[config.mk]
export PLATFORM = sky130hd
export DESIGN_NAME = multiplicador_secuencial
export DESIGN_NICKNAME = d
export VERILOG_FILES = /design/src/rtl/multiplicador_pkg.sv /design/src/rtl/multiplicador_datapath.sv /design/src/rtl/multiplicador_secuencial.sv
export SDC_FILE = /design/constraint.sdc
export NUM_CORES = 1
export LEC_CHECK = 0
export ABC_AREA = 1
export BUFFER_PORTS_ARGS = -buffer_cell sky130_fd_sc_hd__buf_2
export CORE_MARGIN = 2
export CORE_UTILIZATION = 44
export CTS_CLUSTER_SIZE = 25
export DETAILED_ROUTE_END_ITERATION = 10
export HOLD_SLACK_MARGIN = 0.1
export PLACE_DENSITY = 0.61
export RECOVER_POWER = 100
export SLEW_MARGIN = 30
export SYNTH_ARGS = -nofsm -noshare
export SYNTH_HDL_FRONTEND = slang
export SYNTH_SLANG_ARGS = --single-unit
[constraint.sdc]
create_clock -name clk -period 2.2 [get_ports clk]
set_input_delay 0.11 -clock clk [delete_from_list [all_inputs] [get_ports clk]]
set_output_delay 0.11 -clock clk [all_outputs]
set_load 0.02 [all_outputs]
[src/rtl/multiplicador_pkg.sv]
// Shared types and helpers for the sequential shift-add multiplier.
// Contents:
//   estado_t   - controller states (IDLE, CALC, FIN)
//   cnt_width  - bit width of a counter that must hold the value w
package multiplicador_pkg;

    typedef enum logic [1:0] {
        IDLE = 2'd0,
        CALC = 2'd1,
        FIN  = 2'd2
    } estado_t;

    // Counter width able to represent 0..w inclusive
    function automatic int unsigned cnt_width(input int unsigned w);
        return $clog2(w + 1);
    endfunction

endpackage

[src/rtl/multiplicador_datapath.sv]
// Datapath of the shift-add multiplier: operand magnitudes, accumulator,
// iteration counter and sign correction of the final product.
// Ports:
//   clk, rst_n   - clock, synchronous active-low reset
//   load         - capture operands, clear accumulator and counter
//   step         - one radix-2 iteration
//   signed_mode  - operands are two's complement (sampled with load)
//   A, B         - multiplicand / multiplier
//   producto_c   - sign-corrected product (combinational from registers)
//   cuenta       - iterations completed since load
module multiplicador_datapath
    import multiplicador_pkg::*;
#(
    parameter int unsigned WIDTH = 8,
    parameter int unsigned CW    = 4
) (
    input  logic                 clk,
    input  logic                 rst_n,
    input  logic                 load,
    input  logic                 step,
    input  logic                 signed_mode,
    input  logic [WIDTH-1:0]     A,
    input  logic [WIDTH-1:0]     B,
    output logic [2*WIDTH-1:0]   producto_c,
    output logic [CW-1:0]        cuenta
);

    logic [2*WIDTH-1:0] acc;
    logic [2*WIDTH-1:0] mcand;
    logic [WIDTH-1:0]   mplier;
    logic               neg;

    logic [WIDTH-1:0]   mag_a_c;
    logic [WIDTH-1:0]   mag_b_c;

    // Magnitudes; -2^(W-1) negates to itself, which read unsigned is 2^(W-1)
    always_comb begin
        mag_a_c = (signed_mode && A[WIDTH-1]) ? WIDTH'(-A) : A;
        mag_b_c = (signed_mode && B[WIDTH-1]) ? WIDTH'(-B) : B;
    end

    // Multiplicand is pre-shifted each step, so acc += mcand equals acc += |A| << cuenta
    always_ff @(posedge clk) begin
        if (!rst_n) begin
            acc    <= '0;
            mcand  <= '0;
            mplier <= '0;
            neg    <= 1'b0;
            cuenta <= '0;
        end else if (load) begin
            acc    <= '0;
            mcand  <= {{WIDTH{1'b0}}, mag_a_c};
            mplier <= mag_b_c;
            neg    <= signed_mode & (A[WIDTH-1] ^ B[WIDTH-1]);
            cuenta <= '0;
        end else if (step) begin
            if (mplier[0]) begin
                acc <= acc + mcand;
            end
            mcand  <= mcand << 1;
            mplier <= mplier >> 1;
            cuenta <= cuenta + CW'(1);
        end
    end

    // Two's-complement negation of a zero accumulator is zero
    always_comb begin
        producto_c = neg ? (2*WIDTH)'(-acc) : acc;
    end

endmodule

[src/rtl/multiplicador_secuencial.sv]
// Sequential radix-2 shift-add multiplier, one partial product per clock.
// Ports:
//   clk, rst_n   - clock, synchronous active-low reset
//   start        - request, honoured only when idle
//   signo        - two's-complement operands (only if SIGNED_EN=1)
//   A, B         - multiplicand / multiplier, sampled with start
//   resultado    - registered product, held until the next done
//   done         - one-cycle pulse when resultado is new
//   busy         - operation in progress (decoded from the state register)
module multiplicador_secuencial
    import multiplicador_pkg::*;
#(
    parameter int unsigned WIDTH     = 8,
    parameter bit          SIGNED_EN = 1'b1
) (
    input  logic                 clk,
    input  logic                 rst_n,
    input  logic                 start,
    input  logic                 signo,
    input  logic [WIDTH-1:0]     A,
    input  logic [WIDTH-1:0]     B,
    output logic [2*WIDTH-1:0]   resultado,
    output logic                 done,
    output logic                 busy
);

    localparam int unsigned CW = cnt_width(WIDTH);

    estado_t            estado;
    estado_t            estado_sig;
    logic               load;
    logic               step;
    logic               finish;
    logic               signed_mode_c;
    logic [CW-1:0]      cuenta;
    logic [2*WIDTH-1:0] producto_c;

    assign signed_mode_c = SIGNED_EN & signo;

    multiplicador_datapath #(
        .WIDTH (WIDTH),
        .CW    (CW)
    ) u_datapath (
        .clk         (clk),
        .rst_n       (rst_n),
        .load        (load),
        .step        (step),
        .signed_mode (signed_mode_c),
        .A           (A),
        .B           (B),
        .producto_c  (producto_c),
        .cuenta      (cuenta)
    );

    // State register
    always_ff @(posedge clk) begin
        if (!rst_n) begin
            estado <= IDLE;
        end else begin
            estado <= estado_sig;
        end
    end

    // Next state and datapath strobes
    always_comb begin
        estado_sig = estado;
        load       = 1'b0;
        step       = 1'b0;
        finish     = 1'b0;
        unique case (estado)
            IDLE: begin
                if (start) begin
                    load       = 1'b1;
                    estado_sig = CALC;
                end
            end
            CALC: begin
                step = 1'b1;
                // This edge performs the last of WIDTH iterations
                if (cuenta == CW'(WIDTH - 1)) begin
                    estado_sig = FIN;
                end
            end
            FIN: begin
                finish     = 1'b1;
                estado_sig = IDLE;
            end
            default: begin
                estado_sig = IDLE;
            end
        endcase
    end

    // Output register: product captured once per operation, done pulses one cycle
    always_ff @(posedge clk) begin
        if (!rst_n) begin
            resultado <= '0;
            done      <= 1'b0;
        end else begin
            done <= finish;
            if (finish) begin
                resultado <= producto_c;
            end
        end
    end

    assign busy = (estado != IDLE);

endmodule
==> tab_implementation.tex <==
\begin{tabular}{lr}
\hline
Metric & Value \\
\hline
\multicolumn{2}{l}{\textbf{Run status}} \\
Status & finished, final reports clean \\
\multicolumn{2}{l}{\textbf{Yosys}} \\
Syn Nets & a little under 700 \\
Mapped Avg Cell Area & $\sim$6.3 sq um \\
Main synth FF type & sky130\_fd\_sc\_hd\_\_dfxtp\_1 \\
Ys async rst share & 0\% \\
Number of synthesized register bits & 64 \\
Netlist area before placement & just over 4000 sq um \\
Post-synth EDFFs & 0 \\
Cell variety after synth & 27 \\
Post-synthesis cell count & approximately 650 \\
Synthesis Warnings & 0 \\
Fraction of the yosys area taken by sequential cells & about a third \\
\multicolumn{2}{l}{\textbf{Power}} \\
Peak ir drop on the vdd network & between 0.0003 and 0.0004 V \\
PwrDens & roughly 570 nW/um\^{}2 \\
Static leakage & 2.23 nW \\
\multicolumn{2}{l}{\textbf{Die}} \\
Number of cell rows & 34 \\
Initial standard-cell utilization of the core & between 40\% and 50\% \\
Vertical die dimension & about 100 um \\
Top-level port count & 38 \\
Width of the die & approximately 100 um \\
Placeable core region & $\sim$8800 sq um \\
Die footprint & 9970 sq um \\
\multicolumn{2}{l}{\textbf{Finish}} \\
Post-Layout Inst Area & roughly 4500 sq um \\
Count of antenna diodes in the layout & 0 \\
Leading cell types in the layout, fill and taps excluded & sky130\_fd\_sc\_hd\_\_nand2\_1 (199), sky130\_fd\_sc\_hd\_\_inv\_1 (96), sky130\_fd\_sc\_hd\_\_dfxtp\_1 (64), sky130\_fd\_sc\_hd\_\_a21oi\_1 (62), sky130\_fd\_sc\_hd\_\_nor2\_1 (52) \\
Number of fillers in the final layout & between 900 and 1000 \\
Count of nets after finishing & about 720 \\
Proportion of layout cells with a drive suffix above 1 & around 6.5\% \\
Area Overhead vs Synth & 10.6\% \\
Leading cell type in the layout, fill and taps excluded & sky130\_fd\_sc\_hd\_\_nand2\_1 \\
Final cell utilization of the core & between 50\% and 60\% \\
\multicolumn{2}{l}{\textbf{Detailed routing}} \\
Total wirelength of the detailed-routed design & between 9000 and 10000 um \\
Avg WL per Cell & $\sim$12 um \\
Number of nets with antenna violations after routing & 0 \\
Remaining design rule violation count & 0 \\
Via Count & slightly below 4000 \\
DRT iter0 DRCs & around 190 \\
Number of search-and-repair iterations in the first detailed-routing pass & 5 \\
Vias per cell & between 4 and 5 \\
\multicolumn{2}{l}{\textbf{Clock network}} \\
Clock sink count & 64 \\
Maximum root-to-sink buffer count & 2 \\
Cell at the root of the clock tree & sky130\_fd\_sc\_hd\_\_clkbuf\_8 \\
Clock tree from TritonCTS & yes \\
Clock latency at the later pin of the worst-skew pair & about 350 ps \\
Clock Pin Slew Worst Setup and Hold Paths & about 70 ps \\
Maximum level of the CTS H-tree & 3 \\
Total clock buffers created by CTS & 9 \\
\multicolumn{2}{l}{\textbf{Flow run}} \\
Max-cap check violation count & 0 \\
\multicolumn{2}{l}{\textbf{Timing}} \\
Worst slew margin & roughly three fifths \\
Layout Skew & 7.51 ps \\
Hold Violations, Final & 0 \\
RSZ-0062 raised after global routing & false \\
Sum Neg Setup Slack & 0 ps \\
Actual slew at the worst max-slew pin & 625 ps \\
Total count of max-transition violations in the final report & 0 \\
Final setup viols & 0 \\
Share of the clock period used by the worst path after layout & 83.3\% \\
Hold Worst Slack & between 100 and 150 ps \\
Time the worst path needs with I/O delays and setup & 1830 ps \\
Fmax achieved & around 550 MHz \\
Min setup slack post-route & between 300 and 400 ps \\
\multicolumn{2}{l}{\textbf{Global routing}} \\
Global-route usage over all layers & approximately a fifth \\
Number of antenna violations at the first check in global routing & 0 \\
Largest net degree at the start of global routing & 32 \\
Aggregate global routing overflow & 0 \\
Global-route wire length before repair & between 15000 and 20000 um \\
Number of global-route vias before repair & around 3600 \\
\multicolumn{2}{l}{\textbf{Critical path}} \\
R2R depth & 7 \\
Crit path capture type & register \\
Arrival time of the worst setup path & around 2100 ps \\
Critical register-to-register path startpoint & estado[0] \\
WS Path Type & reg -> reg \\
Reg2Reg Capture Point & u\_datapath.cuenta[2] \\
Setup slack, reg-to-reg & around 370 ps \\
Launching element type of the critical path & register \\
Required time at the endpoint of the critical path & roughly 2500 ps \\
CP Max Fanout & 18 \\
\multicolumn{2}{l}{\textbf{Place}} \\
Placed Instance Area & between 4000 and 5000 sq um \\
Gp weighted congestion & between 0.8 and 0.9 \\
Number of I/O port buffers & 37 \\
Detail Placement HPWL & 7560 um \\
Post-placement setup slack & 451 ps \\
\multicolumn{2}{l}{\textbf{Min path}} \\
Hold path startpoint & A[0] \\
Hold depth & 3 \\
Hold WC Path Type & in -> reg \\
WHS Endpoint & u\_datapath.mcand[0] \\
\hline
\end{tabular}
[kinds of logic (layout without fill, tap and decap cells)]
kind of cell	count (synthesis)	after routing	synth area share (%)
AO/OA/AOI/OAI	113	113	14.6
XOR/XNOR	16	16	3.47
adder cells (fa/ha/maj)	20	20	6.38
buffers and inverters	116	159	11.5
flip-flops	64	64	31.7
AND/OR/NAND/NOR	316	316	32.4
[cells in the mapped netlist, types with 2 or more instances]
cell	instances	area, sq um
sky130_fd_sc_hd__a31oi_1	2	12.5
sky130_fd_sc_hd__ha_1	19	238
sky130_fd_sc_hd__a21oi_1	62	310
sky130_fd_sc_hd__o221ai_1	3	26.3
sky130_fd_sc_hd__dfxtp_1	64	1280
sky130_fd_sc_hd__inv_1	95	357
sky130_fd_sc_hd__clkinv_1	2	7.51
sky130_fd_sc_hd__o21ai_0	42	210
sky130_fd_sc_hd__buf_4	4	30.0
sky130_fd_sc_hd__nor2_1	52	195
sky130_fd_sc_hd__nor3_1	7	35.0
sky130_fd_sc_hd__nand3_1	45	225
sky130_fd_sc_hd__xor2_1	12	105
sky130_fd_sc_hd__xnor2_1	4	35.0
sky130_fd_sc_hd__inv_2	2	7.51
sky130_fd_sc_hd__buf_2	11	55.1
sky130_fd_sc_hd__nor2_4	2	22.5
sky130_fd_sc_hd__nand4_1	9	56.3
sky130_fd_sc_hd__clkbuf_1	2	7.51
sky130_fd_sc_hd__nand2_1	199	747
[registers in the layout (all words and copies together), names as in the netlist]
signal	count
done	1
estado	2
resultado	16
u_datapath.acc	16
u_datapath.cuenta	4
u_datapath.mcand	16
u_datapath.mplier	8
u_datapath.neg	1
[worst max-delay path by stage]
stage / start / end / slack [ps] / cells after the start
2_1_floorplan: u_datapath.acc[0] / u_datapath.acc[12] / 600 / 10
3_3_place_gp: u_datapath.acc[0] / u_datapath.acc[12] / 520 / 10
3_5_place_dp: u_datapath.acc[0] / u_datapath.acc[8] / 450 / 8
4_1_cts: u_datapath.mcand[0] / u_datapath.acc[8] / 440 / 8
5_1_grt: estado[0] / u_datapath.cuenta[2] / 170 / 7
6_report: estado[0] / u_datapath.cuenta[2] / 370 / 7
[layout make-up]
class	instances	area [sq um]	area share, %
inverter	99	372	8.31
clock buffer	9	124	2.77
tap	108	135	3.02
clock inverter	7	48.8	1.09
sequential	64	1280	28.7
timing repair buffer	44	218	4.87
multi-input combinational	465	2290	51.3
[worst max-delay path: stages (launching register included)]
cell and delay, ps:
sky130_fd_sc_hd__dfxtp_1 340, sky130_fd_sc_hd__inv_1 90, sky130_fd_sc_hd__nor2_1 320, sky130_fd_sc_hd__buf_4 280, sky130_fd_sc_hd__inv_1 310, sky130_fd_sc_hd__o21ai_0 280, sky130_fd_sc_hd__nand2_1 70, sky130_fd_sc_hd__nor2_1 80
[per-layer routing]
layer | up-vias | share of wire, % | track usage (%)
met5 | - | 0 | 0
met4 | 0 | 1.2 | 5.37
met3 | 8 | 4.5 | 5.36
met2 | 75 | 42 | 32.4
met1 | 1763 | 53 | 30.2
li1 | 2130 | - | -
[stage by stage]
stage | power (mW) | std cells
after floorplan | 1.56 | 645
after global placement | 1.66 | 778
after detailed placement | 1.67 | 778
after CTS | 2.56 | 796
after global routing | 2.68 | 796
final | 2.53 | 796
[what timing repair did]
item,4_1_cts,5_1_grt
endpoints found under the hold margin,2,0
gates resized for setup,0,0
hold buffers,2,0
buffers inserted,0,0
[report_power, final]
group | total (mW) | switching (mW) | internal (mW)
Sequential | 1.25 | 0.0435 | 1.20
Clock | 0.885 | 0.478 | 0.407
Combinational | 0.398 | 0.261 | 0.137
Total | 2.53 | 0.783 | 1.75
(Power assumes the default switching activity.)
